### config.mk
export PLATFORM = sky130hd
export DESIGN_NAME = seq_ctrl
export DESIGN_NICKNAME = d
export VERILOG_FILES = /design/src/rtl/seq_ctrl.sv
export SDC_FILE = /design/constraint.sdc
export NUM_CORES = 1
export LEC_CHECK = 0
export ABC_AREA = 1
export BUFFER_PORTS_ARGS = -buffer_cell sky130_fd_sc_hd__buf_2
export CAP_MARGIN = 25
export CORE_UTILIZATION = 25
export CTS_CLUSTER_SIZE = 16
export DETAILED_ROUTE_END_ITERATION = 8
export RECOVER_POWER = 25
export SLEW_MARGIN = 40
export SYNTH_ARGS = -nofsm -noshare
export SYNTH_HDL_FRONTEND = slang
export SYNTH_SLANG_ARGS = --single-unit
### constraint.sdc
create_clock -name CLK -period 2.9 [get_ports CLK]
set_input_delay 0.58 -clock CLK [delete_from_list [all_inputs] [get_ports CLK]]
set_output_delay 0.58 -clock CLK [all_outputs]
set_load 0.005 [all_outputs]
### src/rtl/seq_ctrl.sv
// Multicycle instruction sequencer: Moore FSM driving datapath enables, muxes and memory handshake.
// Optional MEM_TIMEOUT_EN traps into ERR when MemAck does not arrive within TIMEOUT MEM cycles.
module seq_ctrl #(
    parameter int unsigned TIMEOUT = 15,
    parameter int unsigned TW      = 4
) (
    input  logic       CLK,
    input  logic       RST_N,
    input  logic [3:0] CodOP,
    input  logic       Zero,
    input  logic       MemAck,
    output logic       EscLR,
    output logic       EscCP,
    output logic       EscCondCP,
    output logic [1:0] FonteCP,
    output logic [3:0] ULA_OP,
    output logic       ULA_A,
    output logic [1:0] ULA_B,
    output logic       EscReg,
    output logic       MemReq,
    output logic       MemWr,
    output logic       Erro,
    output logic [2:0] Estado
);

    typedef enum logic [2:0] {
        StFetch  = 3'd0,
        StDecode = 3'd1,
        StExec   = 3'd2,
        StMem    = 3'd3,
        StWb     = 3'd4,
        StPcInc  = 3'd5,
        StErr    = 3'd6,
        StInit   = 3'd7
    } state_e;

    state_e     state_q, state_d;
    logic [3:0] op_q, op_d;

    logic is_rr, is_imm, is_load, is_store, is_jump, is_br;
    assign is_rr    = (op_q <= 4'd5);
    assign is_imm   = (op_q >= 4'd6) && (op_q <= 4'd8);
    assign is_load  = (op_q == 4'd9);
    assign is_store = (op_q == 4'd10);
    assign is_jump  = (op_q == 4'd11);
    assign is_br    = (op_q == 4'd12);

`ifdef MEM_TIMEOUT_EN
    logic [TW-1:0] cnt_q, cnt_d;
    logic          timeout;

    // Counter sits at zero outside MEM, so it is already clear on MEM entry.
    always_comb begin
        cnt_d = cnt_q;
        if (state_q != StMem) begin
            cnt_d = '0;
        end else if (!MemAck) begin
            cnt_d = cnt_q + 1'b1;
        end
    end

    assign timeout = !MemAck && (cnt_q == TW'(TIMEOUT - 1));

    always_ff @(posedge CLK or negedge RST_N) begin
        if (!RST_N) begin
            cnt_q <= '0;
        end else begin
            cnt_q <= cnt_d;
        end
    end
`endif

    always_ff @(posedge CLK or negedge RST_N) begin
        if (!RST_N) begin
            state_q <= StInit;
            op_q    <= 4'd0;
        end else begin
            state_q <= state_d;
            op_q    <= op_d;
        end
    end

    always_comb begin
        state_d = state_q;
        op_d    = op_q;
        unique case (state_q)
            StInit:   state_d = StFetch;
            StFetch:  state_d = StDecode;
            StDecode: begin
                op_d    = CodOP;
                state_d = (CodOP >= 4'd13) ? StErr : StExec;
            end
            StExec: begin
                if (is_rr || is_imm)          state_d = StWb;
                else if (is_load || is_store) state_d = StMem;
                else if (is_jump)             state_d = StFetch;
                else if (is_br)               state_d = Zero ? StFetch : StPcInc;
                else                          state_d = StErr;
            end
            StMem: begin
                if (MemAck) begin
                    state_d = is_load ? StWb : StPcInc;
                end
`ifdef MEM_TIMEOUT_EN
                else if (timeout) begin
                    state_d = StErr;
                end
`endif
            end
            StWb:     state_d = StPcInc;
            StPcInc:  state_d = StFetch;
            StErr:    state_d = StErr;
            default:  state_d = StInit;
        endcase
    end

    always_comb begin
        EscLR     = 1'b0;
        EscCP     = 1'b0;
        EscCondCP = 1'b0;
        FonteCP   = 2'b00;
        ULA_OP    = 4'b0000;
        ULA_A     = 1'b0;
        ULA_B     = 2'b00;
        EscReg    = 1'b0;
        MemReq    = 1'b0;
        MemWr     = 1'b0;
        Erro      = 1'b0;
        Estado    = state_q;
        unique case (state_q)
            StFetch: EscLR = 1'b1;
            StExec: begin
                if (is_rr || is_imm) begin
                    ULA_OP = op_q;
                    ULA_A  = 1'b1;
                    ULA_B  = is_imm ? 2'b10 : 2'b00;
                end else if (is_load || is_store) begin
                    ULA_A = 1'b1;
                    ULA_B = 2'b10;
                end else if (is_jump) begin
                    EscCP   = 1'b1;
                    FonteCP = 2'b10;
                end else if (is_br) begin
                    ULA_OP    = 4'b0001;
                    ULA_A     = 1'b1;
                    EscCondCP = 1'b1;
                    FonteCP   = 2'b01;
                end
            end
            StMem: begin
                MemReq = 1'b1;
                MemWr  = is_store;
            end
            StWb:    EscReg = 1'b1;
            StPcInc: begin
                ULA_B = 2'b01;
                EscCP = 1'b1;
            end
            StErr:   Erro = 1'b1;
            default: ;
        endcase
    end

endmodule

# Word-level counts from Yosys, hierarchy flattened
# Index checks and enable logic that the tools add are counted.
# W data, S select, Z words.
[word_totals] rom_bits=0 latch_bits=0 mem_bits_rw=0 in_bits=8 reg_bits=7 mem_count=0
[classes] n_addsub=0 muxes=40 n_div=0 eq_ne=12 multipliers=0 order_cmp=4 n_bitwise=0 reduce_logical=5 shifts=0
[ops] operator="$mux W1" n=21
[ops] operator="$mux W3" n=7
[ops] operator="$pmux W3 S7" n=1
[ops] operator="$eq A4 B4 Y1 const B" n=4
[ops] operator="$mux W2" n=7
[ops] operator="$eq A3 B3 Y1 const B" n=4
[ops] operator="$mux W4" n=2
[ops] operator="$eq A3 B2 Y1 const B" n=2
[ops] operator="$ge A4 B3 Y1 const B" n=1
[ops] operator="$ge A4 B4 Y1 const B" n=1
[ops] operator="$le A4 B3 Y1 const B" n=1
[ops] operator="$le A4 B4 Y1 const B" n=1
[ops] operator="$pmux W2 S2" n=1
[ops] operator="$eq A3 B1 Y1 const B" n=1
[ops] operator="$logic_not A3 Y1" n=1
[ops] operator="$logic_or A1 B1 Y1" n=2
[ops] operator="$ne A2 B2 Y1 const B" n=1
[ops] operator="$pmux W1 S2" n=1
[ops] operator="$reduce_or A2 Y1" n=1
[ops] operator="$logic_and A1 B1 Y1" n=1

# Longest topological paths before layout
# Gate-level depths: netlist of the first run.
[depth] ltp_word=6 mapped_depth=7

# Worst setup path after synthesis of the first run
# No wires, ideal clock.
[synth_timing] kind="reg-to-output" start="register state_q[1] (netlist: Estado[1])" end="output port FonteCP[0]" arrival_time_ps=1060 slack_ps=1260 path_stages_with_launch=4 path_cell_list="dfstp_2 nand3_2 nor2_1 buf_4"
[synth_via] elab_chain_cells=2
[synth_lines] element="from (decl)" line_no="37" rtl="state_e state_q, state_d;"
[synth_lines] element="from (signal assigned)" line_no="75" rtl="state_q <= StInit;"
[synth_lines] element="from (signal assigned)" line_no="78" rtl="state_q <= state_d;"
[synth_lines] element="$eq A3 B2 Y1" line_no="130" rtl="unique case (state_q)"
[synth_lines] element="$mux W2" line_no="130"
[synth_lines] element="to (decl)" line_no="15" rtl="output logic [1:0] FonteCP,"
# Every way passes these cells.

# Worst setup path after layout of the first run
[layout_timing] start="register state_q[1] (netlist: Estado[1])" end="output port ULA_OP[3]"
[layout_via] elab_chain_cells=2
[layout_lines] element="$eq A3 B2 Y1" line_no="130"
[layout_lines] element="$mux W4" line_no="130"
[layout_lines] element="to (decl)" line_no="16" rtl="output logic [3:0] ULA_OP,"
# Every way passes these cells.

==> metrics.log, run 1 <==
INFO  metric outcome = finished, final reports clean
INFO  metric groute.layer.met2.usage = 0.197
INFO  metric ys_seq_area_frac = 0.343
INFO  metric critical_path_start = Estado[1]
INFO  metric critical_path_end_type = primary output
INFO  metric final_layout_size_suffix_gt1_frac = 0.316
INFO  metric critical-path-slowest-cell = dfstp_2
INFO  metric grt_pass1_vias = 477
INFO  metric remaining_drc_errors = 0
INFO  metric vias_per_cell = 4.42
INFO  metric finish.net_count = 123
INFO  metric ctsLongestPathBuffers = 2
INFO  metric full_die_area = 2270 um2
INFO  metric floorplan.die.height = 47.7 um
INFO  metric worstPathRequired = 2.32 ns
INFO  metric crit_path_max_fanout = 10
INFO  metric num_antenna_cells = 0
INFO  metric ys_ff_latch = 7
INFO  metric routed_wirelength = approximately 1300 um
INFO  metric min_period_over_period = 0.686
INFO  metric max_stage_delay = 0.59 ns
INFO  metric cts_resized = 0
INFO  metric cts_tree = yes
INFO  metric finalWeightedCongestion = 0.849
INFO  metric cp.buffers_inverters = 1
INFO  metric clkLatencyLatePin = 0.24 ns
INFO  metric n_fill_cell = roughly 230
INFO  metric grt-busiest-layer = met2
INFO  metric worst_setup_path_start_kind = flip-flop
INFO  metric routed_wire_length_per_instance = between 8 and 9 um
INFO  metric critical_path.reg2reg.startpoint = Estado[0]
INFO  metric pwr_density_cell = 983 nW/um2
INFO  metric global_route_track_usage_on_met3 = 0.0113
INFO  metric max_slew_margin = 0.628
INFO  metric overflow = 0
INFO  metric fmaxAchievable = 502 MHz
INFO  metric timing.hold.worst.class = in -> async
INFO  metric worst_path_dominant_cell_family = flip-flops
INFO  metric cts.root.buffer_cell = clkbuf_4
INFO  metric syn-cell-area = ~520 um2
INFO  metric mappedNetlistNets = 93
INFO  metric worstSetupPathDepth = 3
INFO  metric grt_pass1_wl = 1880 um
INFO  metric cts_made_buffers = 3
INFO  metric grt_use_met1 = 0.146
INFO  metric rrSetupSlack = 1.42 ns
INFO  metric tightestPinTransition = about 0.56 ns
INFO  metric grt_use_total = 0.120
INFO  metric hold-worst-slack = 0.216 ns
INFO  metric final.setup.tns = 0 ns
INFO  metric p_leak = 0.000378 uW
INFO  metric initial_core_util = 0.266
INFO  metric route.antenna.remaining_nets = 0
INFO  metric finalSetupViolCount = 0
INFO  metric cell_row_count = 16
INFO  metric cap_violations = 0
INFO  metric clock_sink_count = 7
INFO  metric grt_start_max_net_pins = 11
INFO  metric dr.pass1.iters = 4
INFO  metric syn_inst = 85
INFO  metric htreeDepth = 1
INFO  metric holdBufCountCts = 0
INFO  metric port_buffers = 26
INFO  metric top_level_ports = 27
INFO  metric synth_cell_type_count = 15
INFO  metric routed-via-count = slightly above 600
INFO  metric drt_iter0_drc = 19
INFO  metric hold_viol_final = 0
INFO  metric core_area = between 1500 and 2000 um2
INFO  metric reg2regPathDepth = 6
INFO  metric worst_clock_skew = between 0.003 and 0.004 ns
INFO  metric finalWorstPathRequiredPeriod = 1.99 ns
INFO  metric synth_warnings = 0
INFO  metric total_power = 689 uW
INFO  metric final-max-slew-violation-count = 0
INFO  metric die_w = between 40 and 50 um
INFO  metric antenna_violations_before_repair = 0
INFO  metric setup_repair_after_global_routing_missed_its_margin = false
INFO  metric worst_ir_drop_vdd = 0.279 mV
INFO  metric path_clk_slew = 0.05 ns
INFO  metric timing.critical_path.cells = nand3_2, nor4_1, buf_2
INFO  metric critPathKind = reg -> out
INFO  metric post-cts-setup-buffer-count = 0
INFO  metric dp_hpwl = approximately 1100 um
INFO  metric area_delta_synth_final = 34.3%
INFO  metric worst_ep_arrival_time = between 1 and 1.5 ns
INFO  metric syn_area_per_cell = 6.14 um2
[path summary, 6_finish.rpt]
check | to
max reg2reg | Estado[2]
min in group CLK | op_q[0]
max | ULA_OP[3]
min reg2reg | Estado[1]
min | op_q[1]
max in group asynchronous | Estado[2]
[area by class of cell]
| type | instances | area, um2 | share of cell area |
|---|---|---|---|
| clock buffers | 4 | 26.3 | 0.0375 |
| inverters | 12 | 45.0 | 0.0643 |
| multi-input cells | 65 | 288 | 0.411 |
| flip-flops and latches | 7 | 179 | 0.255 |
| well taps | 27 | 33.8 | 0.0482 |
| repair buffers | 26 | 129 | 0.184 |
[flip-flops by register name (all words and copies together), names as in the netlist]
name,count
Estado,3
op_q,4
[report_power, final]
group | total [uW] | switching [uW] | internal, uW
Sequential | 232 | 66.9 | 165
Clock | 82.1 | 30.0 | 52.1
Combinational | 375 | 234 | 141
[cells by family after synthesis]
group	Yosys count	share of synthesized area
flops	7	0.343
simple gates	53	0.439
buf+inv	13	0.101
compound gates	12	0.118
[layer usage]
metal | vias up | wire length [um] | part of all wire
met5 | - | 0 | 0
met4 | 0 | 0 | 0
met3 | 0 | 98 | 0.078
met2 | 30 | 598 | 0.48
met1 | 262 | 559 | 0.45
li1 | 331 | - | -
[synth_stat cells, drive strengths merged]
cell | n | area (um2)
o22ai | 1 | 6.26
a21oi | 5 | 25.0
dfrtp | 4 | 100
buf | 1 | 7.51
nor4 | 1 | 6.26
nor2 | 19 | 78.8
inv | 12 | 45.1
nor3 | 4 | 20.0
dfstp | 3 | 78.8
nand2 | 21 | 78.8
nand3 | 8 | 45.0
o21ai | 6 | 30.0
[through the flow]
step | setup slack [ns] | cells | utilization | instance area, um2
5_1_grt | 0.764 | 141 | 0.357 | 701
4_1_cts | 0.904 | 141 | 0.359 | 704
2_1_floorplan | 1.26 | 85 | - | 522
3_3_place_gp | 1.22 | 137 | 0.346 | 678
6_report | 0.910 | 141 | 0.357 | 701
3_5_place_dp | 1.17 | 137 | 0.346 | 678
[cell usage in the layout, fill, tap and decap left out]
cell type and n:
clkbuf_1 2, clkbuf_4 3, nor3_1 4, dfrtp_1 4
nor4_1 1, nand3_1 7, dfstp_2 3, o21ai_0 6
nor2_1 17, inv_1 10, nand3_2 1, o22ai_1 1
buf_2 25, a21oi_1 5, nor2_2 2, inv_2 2
nand2_1 21
(Power assumes the default switching activity.)
==> run 2, diff against run 1 <==
clock period = 2.1 ns   (was 2.9 ns; I/O delays follow)
==> metrics.log, run 2 (synthesis gave the netlist of run 1 again) <==
INFO  metric worstSetupPathDepth = 3 (unchanged)
INFO  metric rrSetupSlack = 0.62 ns (-0.80 ns)
INFO  metric final_cell_count_no_fill = 142 (+0.71%)
INFO  metric tightestPinTransition = 0.557 ns (+0.000151 ns)
INFO  metric comb_power_frac = 0.545 (about the same)
INFO  metric final_layout_size_suffix_gt1_frac = 0.313 (-0.00275)
INFO  metric full_die_area = 2270 um2 (unchanged)
INFO  metric p_leak = 0.000382 uW (+1.1%)
INFO  metric n_fill_cell = 230 (-0.43%)
INFO  metric hold_viol_final = 0 (unchanged)
INFO  metric holdBufCountCts = 1 (+1)
INFO  metric cts.root.buffer_cell = clkbuf_4
INFO  metric hold_start = CodOP[0]
INFO  metric ctsLongestPathBuffers = 2 (unchanged)
INFO  metric htreeDepth = 1 (unchanged)
INFO  metric sequential_cell_area = 179 um2 (unchanged)
INFO  metric routed_wirelength = 1300 um (+3.6%)
INFO  metric whs_endpoint = op_q[0]
INFO  metric total_power = 953 uW (+38%)
INFO  metric r2r_end = Estado[2]
INFO  metric drt_iter0_drc = 19 (unchanged)
INFO  metric finalSetupViolCount = 0 (unchanged)
INFO  metric max_slew_margin = 0.628 (about the same)
INFO  metric finalWeightedCongestion = 0.849 (unchanged)
INFO  metric critical_path_start = Estado[1]
INFO  metric fmaxAchievable = 546 MHz
INFO  metric layout_commonest_cell = buf_2
INFO  metric power_frac_seq = 0.336 (about the same)
INFO  metric max_stage_delay = 0.59 ns (about the same)
INFO  metric p_sw = 458 uW (+38%)
INFO  metric finalWorstPathRequiredPeriod = approximately 1.8 ns
INFO  metric timing.hold.worst.class = in -> reg
INFO  metric final.setup.tns = 0 ns (unchanged)
INFO  metric critPathKind = reg -> out
INFO  metric worst_ep_arrival_time = 1.41 ns (about the same)
INFO  metric route.antenna.remaining_nets = 0 (unchanged)
INFO  metric critical-path-slowest-cell = dfstp_2
INFO  metric port_buffers = 26 (unchanged)
INFO  metric finish.net_count = 124 (+0.81%)
INFO  metric detailed_place.area = 678 um2 (unchanged)
INFO  metric grt_use_total = 0.124 (+0.00387)
INFO  metric min_period_over_period = 0.872
INFO  metric critical_path.reg2reg.startpoint = Estado[0]
INFO  metric timing.critical_path.cells = nand3_2, nor4_1, buf_2
INFO  metric pwr_density_cell = 1340 nW/um2 (+36%)
INFO  metric initial_core_util = 0.266 (unchanged)
INFO  metric routed_wire_length_per_instance = 9.16 um (+2.9%)
INFO  metric setup_repair_after_global_routing_missed_its_margin = false
INFO  metric critical_path_end_type = primary output
INFO  metric dr.pass1.iters = 4 (unchanged)
INFO  metric dp_hpwl = 1090 um (unchanged)
INFO  metric internal_power = 495 uW (+38%)
INFO  metric routed-via-count = 631 (+1.3%)
INFO  metric cell_row_count = 16 (unchanged)
INFO  metric grt_start_max_net_pins = 11 (unchanged)
INFO  metric worst_path_dominant_cell_family = flip-flops
INFO  metric largest-register = op_q
INFO  metric worst_ir_drop_vdd = 0.386 mV (+38%)
INFO  metric overflow = 0 (unchanged)
INFO  metric stdcell_area = 711 um2 (+1.4%)
INFO  metric cap_violations = 0 (unchanged)
INFO  metric path_clk_slew = 0.05 ns (about the same)
INFO  metric grt_pass1_vias = 493 (+3.4%)
INFO  metric hold-worst-slack = 0.402 ns (+0.186 ns)
INFO  metric final-max-slew-violation-count = 0 (unchanged)
INFO  metric worstPathRequired = 1.68 ns (-0.64 ns)
INFO  metric worst_setup_path_start_kind = flip-flop
INFO  metric num_antenna_cells = 0 (unchanged)
INFO  metric crit_path_max_fanout = 10 (unchanged)
INFO  metric top_level_ports = 27 (unchanged)
INFO  metric most-common-layout-cells = buf_2, nand2_1, nor2_1, inv_1, nand3_1
INFO  metric largest_register_ffs = 4 (unchanged)
INFO  metric clk_pwr_share = 0.119 (about the same)
INFO  metric clock_sink_count = 7 (unchanged)
INFO  metric reg2regPathDepth = 6 (unchanged)
INFO  metric outcome = finished, final reports clean
INFO  metric vias_per_cell = 4.44 (+0.57%)
INFO  metric cts_tree = yes
INFO  metric worstHoldPathCells = 3
INFO  metric worst_clock_skew = 0.00371 ns (unchanged)
INFO  metric post-cts-setup-buffer-count = 0 (unchanged)
INFO  metric grt_pass1_wl = 1940 um (+2.9%)
INFO  metric core_area = 1960 um2 (unchanged)
INFO  metric floorplan.die.height = 47.7 um (unchanged)
INFO  metric clkLatencyLatePin = 0.24 ns (about the same)
INFO  metric p_sw_frac = 0.480 (about the same)
INFO  metric remaining_drc_errors = 0 (unchanged)
INFO  metric total_area_of_multi_input_combinational_cells = 288 um2 (unchanged)
INFO  metric cts_made_buffers = 3 (unchanged)
INFO  metric area_delta_synth_final = 36.2%
INFO  metric cts_resized = 0 (unchanged)
INFO  metric die_w = 47.7 um (unchanged)
INFO  metric antenna_violations_before_repair = 0 (unchanged)
INFO  metric dp.cells = 137 (unchanged)
INFO  metric cp.buffers_inverters = 1 (unchanged)
-- run 2: changes by cell type in the layout (fill, tap and decap cells not counted) --
| cell | before | now |
|---|---|---|
| dlygate4sd3_1 | 0 | 1 |
-- run 2: cell type report --
type / count / share of cell area
multi-input combinational: 65 / 0.405
sequential: 7 / 0.252
timing repair buffer: 27 / 0.195
inverter: 12 / 0.0634
tap: 27 / 0.0475
clock buffer: 4 / 0.0370
-- run 2: how the worst max path moves through the flow --
stage                 endpoint  slack [ns]
floorplan           FonteCP[0]        0.62
global placement         ULA_A        0.58
detailed placement   ULA_OP[1]        0.53
CTS                  ULA_OP[3]        0.26
global route             ULA_A        0.12
finish               ULA_OP[3]        0.27
-- run 2: worst register-to-register path, delay by kind of cell, from the launching register on --
family,cells,cell delay [ns]
AND/OR/NAND/NOR,6,0.85
flip-flops,1,0.56
-- run 2: per-layer routing --
layer  global-route usage  up-vias  wire length [um]
li1                     -      333                 -
met1                0.144      264               563
met2                0.197       32               617
met5                    0        -                 0
met4                0.106        0                18
met3               0.0189        2               102
-- run 2: through the flow --
| stage | worst slack (ns) | utilization |
|---|---|---|
| detailed placement | 0.532 | 0.346 |
| global route | 0.124 | 0.362 |
| CTS | 0.264 | 0.364 |
| global placement | 0.576 | 0.346 |
| floorplan | 0.620 | - |
| finish | 0.270 | 0.362 |
-- run 2: power by group through the flow --
stage / clock network, uW / registers [uW] / logic, uW
final: 113 / 320 / 520
after global routing: 130 / 334 / 610
after CTS: 120 / 319 / 527
after detailed placement: 0 / 322 / 523
after global placement: 0 / 319 / 525
after floorplan: 0 / 308 / 357
==> run 3, diff against run 2 <==
CORE_MARGIN = 3   (was unset)
==> metrics.log, run 3 (synthesis gave the netlist of run 1 again) <==
INFO  metric pwr_density_cell = 1360 nW/um2 (+1.1%)
INFO  metric final.setup.tns = 0 ns (unchanged)
INFO  metric finalSetupViolCount = 0 (unchanged)
INFO  metric worst_path_dominant_cell_family = flip-flops
INFO  metric die_w = 51.7 um (+8.4%)
INFO  metric routed_wirelength = 1360 um (+4.8%)
INFO  metric antenna_violations_before_repair = 0 (unchanged)
INFO  metric critical_path_start = Estado[1]
INFO  metric cts_tree = yes
INFO  metric most-common-layout-cells = buf_2, nand2_1, nor2_1, inv_1, nand3_1
INFO  metric finalWeightedCongestion = 0.870 (+2.4%)
INFO  metric worstPathRequired = 1.68 ns (about the same)
INFO  metric fmaxAchievable = 546 MHz (about the same)
INFO  metric cts.root.buffer_cell = clkbuf_4
INFO  metric routed_wire_length_per_instance = 9.74 um (+6.3%)
INFO  metric path_clk_slew = 0.05 ns (about the same)
INFO  metric total_area_of_multi_input_combinational_cells = 288 um2 (unchanged)
INFO  metric critical_path.reg2reg.startpoint = Estado[0]
INFO  metric area_delta_synth_final = 35.7%
INFO  metric layout_commonest_cell = buf_2
INFO  metric largest_register_ffs = 4 (unchanged)
INFO  metric hold-worst-slack = 0.400 ns (-0.00259 ns)
INFO  metric setup_ws = 0.269 ns (-0.000572 ns)
INFO  metric grt_pass1_vias = 500 (+1.4%)
INFO  metric comb_power_frac = 0.550 (+0.005)
INFO  metric clk_pwr_share = 0.119 (about the same)
INFO  metric timing.critical_path.cells = nand3_2, nor4_1, buf_2
INFO  metric vias_per_cell = 4.45 (+0.14%)
INFO  metric reg2regPathDepth = 6 (unchanged)
INFO  metric ctsLongestPathBuffers = 2 (unchanged)
INFO  metric power_frac_seq = 0.331 (-0.005)
INFO  metric min_period_over_period = 0.872 (about the same)
INFO  metric finish.net_count = 124 (unchanged)
INFO  metric finalWorstPathRequiredPeriod = 1.83 ns (+0.000572 ns)
INFO  metric setup_repair_after_global_routing_missed_its_margin = false
INFO  metric full_die_area = 2670 um2 (+17%)
INFO  metric clkLatencyLatePin = 0.24 ns (about the same)
INFO  metric sequential_cell_area = 179 um2 (unchanged)
INFO  metric largest-register = op_q
INFO  metric p_sw = 464 uW (+1.4%)
INFO  metric final_layout_size_suffix_gt1_frac = 0.313 (unchanged)
INFO  metric critical_path_end_type = primary output
INFO  metric r2r_end = Estado[2]
INFO  metric detailedPlace.worstSlack = 0.533 ns (+0.00126 ns)
INFO  metric hold_start = CodOP[1]
INFO  metric outcome = finished, final reports clean
INFO  metric drt_iter0_drc = 20 (+1)
INFO  metric p_leak = 0.000382 uW (unchanged)
INFO  metric post-cts-setup-buffer-count = 0 (unchanged)
INFO  metric worst_setup_path_start_kind = flip-flop
INFO  metric initial_core_util = 0.284 (+0.0177)
INFO  metric timing.hold.worst.class = in -> reg
INFO  metric cts_resized = 0 (unchanged)
INFO  metric final-max-slew-violation-count = 0 (unchanged)
INFO  metric p_sw_frac = 0.484 (+0.00343)
INFO  metric n_fill_cell = 216 (-6.1%)
INFO  metric overflow = 0 (unchanged)
INFO  metric grt_start_max_net_pins = 11 (unchanged)
INFO  metric htreeDepth = 1 (unchanged)
INFO  metric clock_sink_count = 7 (unchanged)
INFO  metric crit_path_max_fanout = 10 (unchanged)
INFO  metric worst_ir_drop_vdd = 0.463 mV (+20%)
INFO  metric route.antenna.remaining_nets = 0 (unchanged)
INFO  metric rrSetupSlack = 0.66 ns (+0.04 ns)
INFO  metric floorplan.die.height = 51.7 um (+8.4%)
INFO  metric worst_ep_arrival_time = 1.41 ns (about the same)
INFO  metric worst_setup_path_endpoint = ULA_OP[3]
INFO  metric cts_made_buffers = 3 (unchanged)
INFO  metric critPathKind = reg -> out
INFO  metric hold_viol_final = 0 (unchanged)
INFO  metric routed-via-count = 623 (-1.3%)
INFO  metric remaining_drc_errors = 0 (unchanged)
INFO  metric core_area = 1840 um2 (-6.3%)
INFO  metric num_antenna_cells = 0 (unchanged)
INFO  metric holdBufCountCts = 1 (unchanged)
INFO  metric tightestPinTransition = 0.487 ns (-0.0700 ns)
INFO  metric dp_hpwl = 1150 um (+6.3%)
INFO  metric internal_power = 495 uW (about the same)
INFO  metric grt_pass1_wl = 2240 um (+15%)
INFO  metric port_buffers = 26 (unchanged)
INFO  metric grt_use_total = 0.112 (-0.0117)
INFO  metric cell_row_count = 15 (-1)
INFO  metric cap_violations = 0 (unchanged)
INFO  metric worstSetupPathDepth = 3 (unchanged)
INFO  metric top_level_ports = 27 (unchanged)
INFO  metric max_slew_margin = 0.674 (+0.0468)
INFO  metric critical-path-slowest-cell = dfstp_2
INFO  metric worst_clock_skew = 0.000615 ns (-0.00310 ns)
INFO  metric cp.buffers_inverters = 1 (unchanged)
INFO  metric dr.pass1.iters = 4 (unchanged)
INFO  metric max_stage_delay = 0.59 ns (about the same)
run 3: stage by stage:
| step | cell area (um2) | total power [uW] | instances | util |
|---|---|---|---|---|
| floorplan | 522 | 665 | 85 | - |
| global placement | 676 | 855 | 135 | 0.367 |
| detailed placement | 676 | 851 | 135 | 0.367 |
| CTS | 712 | 973 | 140 | 0.387 |
| global route | 708 | 1080 | 140 | 0.385 |
| finish | 708 | 960 | 140 | 0.385 |
run 3: worst register-to-register path, delay by kind of cell, from the launching register on:
kind / cells / cell delay (ns)
flops: 1 / 0.56
simple gates: 6 / 0.82
run 3: power by group through the flow:
stage | clock (uW) | combinational, uW | sequential [uW]
2_1_floorplan | 0 | 357 | 308
3_3_place_gp | 0 | 534 | 321
3_5_place_dp | 0 | 530 | 321
4_1_cts | 119 | 535 | 319
5_1_grt | 127 | 614 | 336
6_report | 114 | 527 | 318
run 3: how the worst min path moves through the flow:
stage | depth (start not counted) | slack (ns) | to
6_report | 3 | 0.40 | op_q[1]
4_1_cts | 3 | 0.39 | op_q[1]
5_1_grt | 3 | 0.42 | op_q[3]
2_1_floorplan | 0 | 0.12 | op_q[0]
3_5_place_dp | 1 | 0.25 | op_q[1]
3_3_place_gp | 1 | 0.25 | op_q[1]
run 3: cell type report:
type                    count  area share
flip-flops and latches      7       0.253
inverters                  12      0.0636
clock buffers               4      0.0371
multi-input cells          65       0.406
well taps                  25      0.0442
repair buffers             27       0.196
run 3: layer usage:
| layer | vias up | track usage | wire length, um |
|---|---|---|---|
| met5 | - | 0 | 0 |
| li1 | 332 | - | - |
| met3 | 2 | 0.0201 | 155 |
| met1 | 255 | 0.171 | 669 |
| met4 | 0 | 0.0655 | 8 |
| met2 | 34 | 0.142 | 529 |
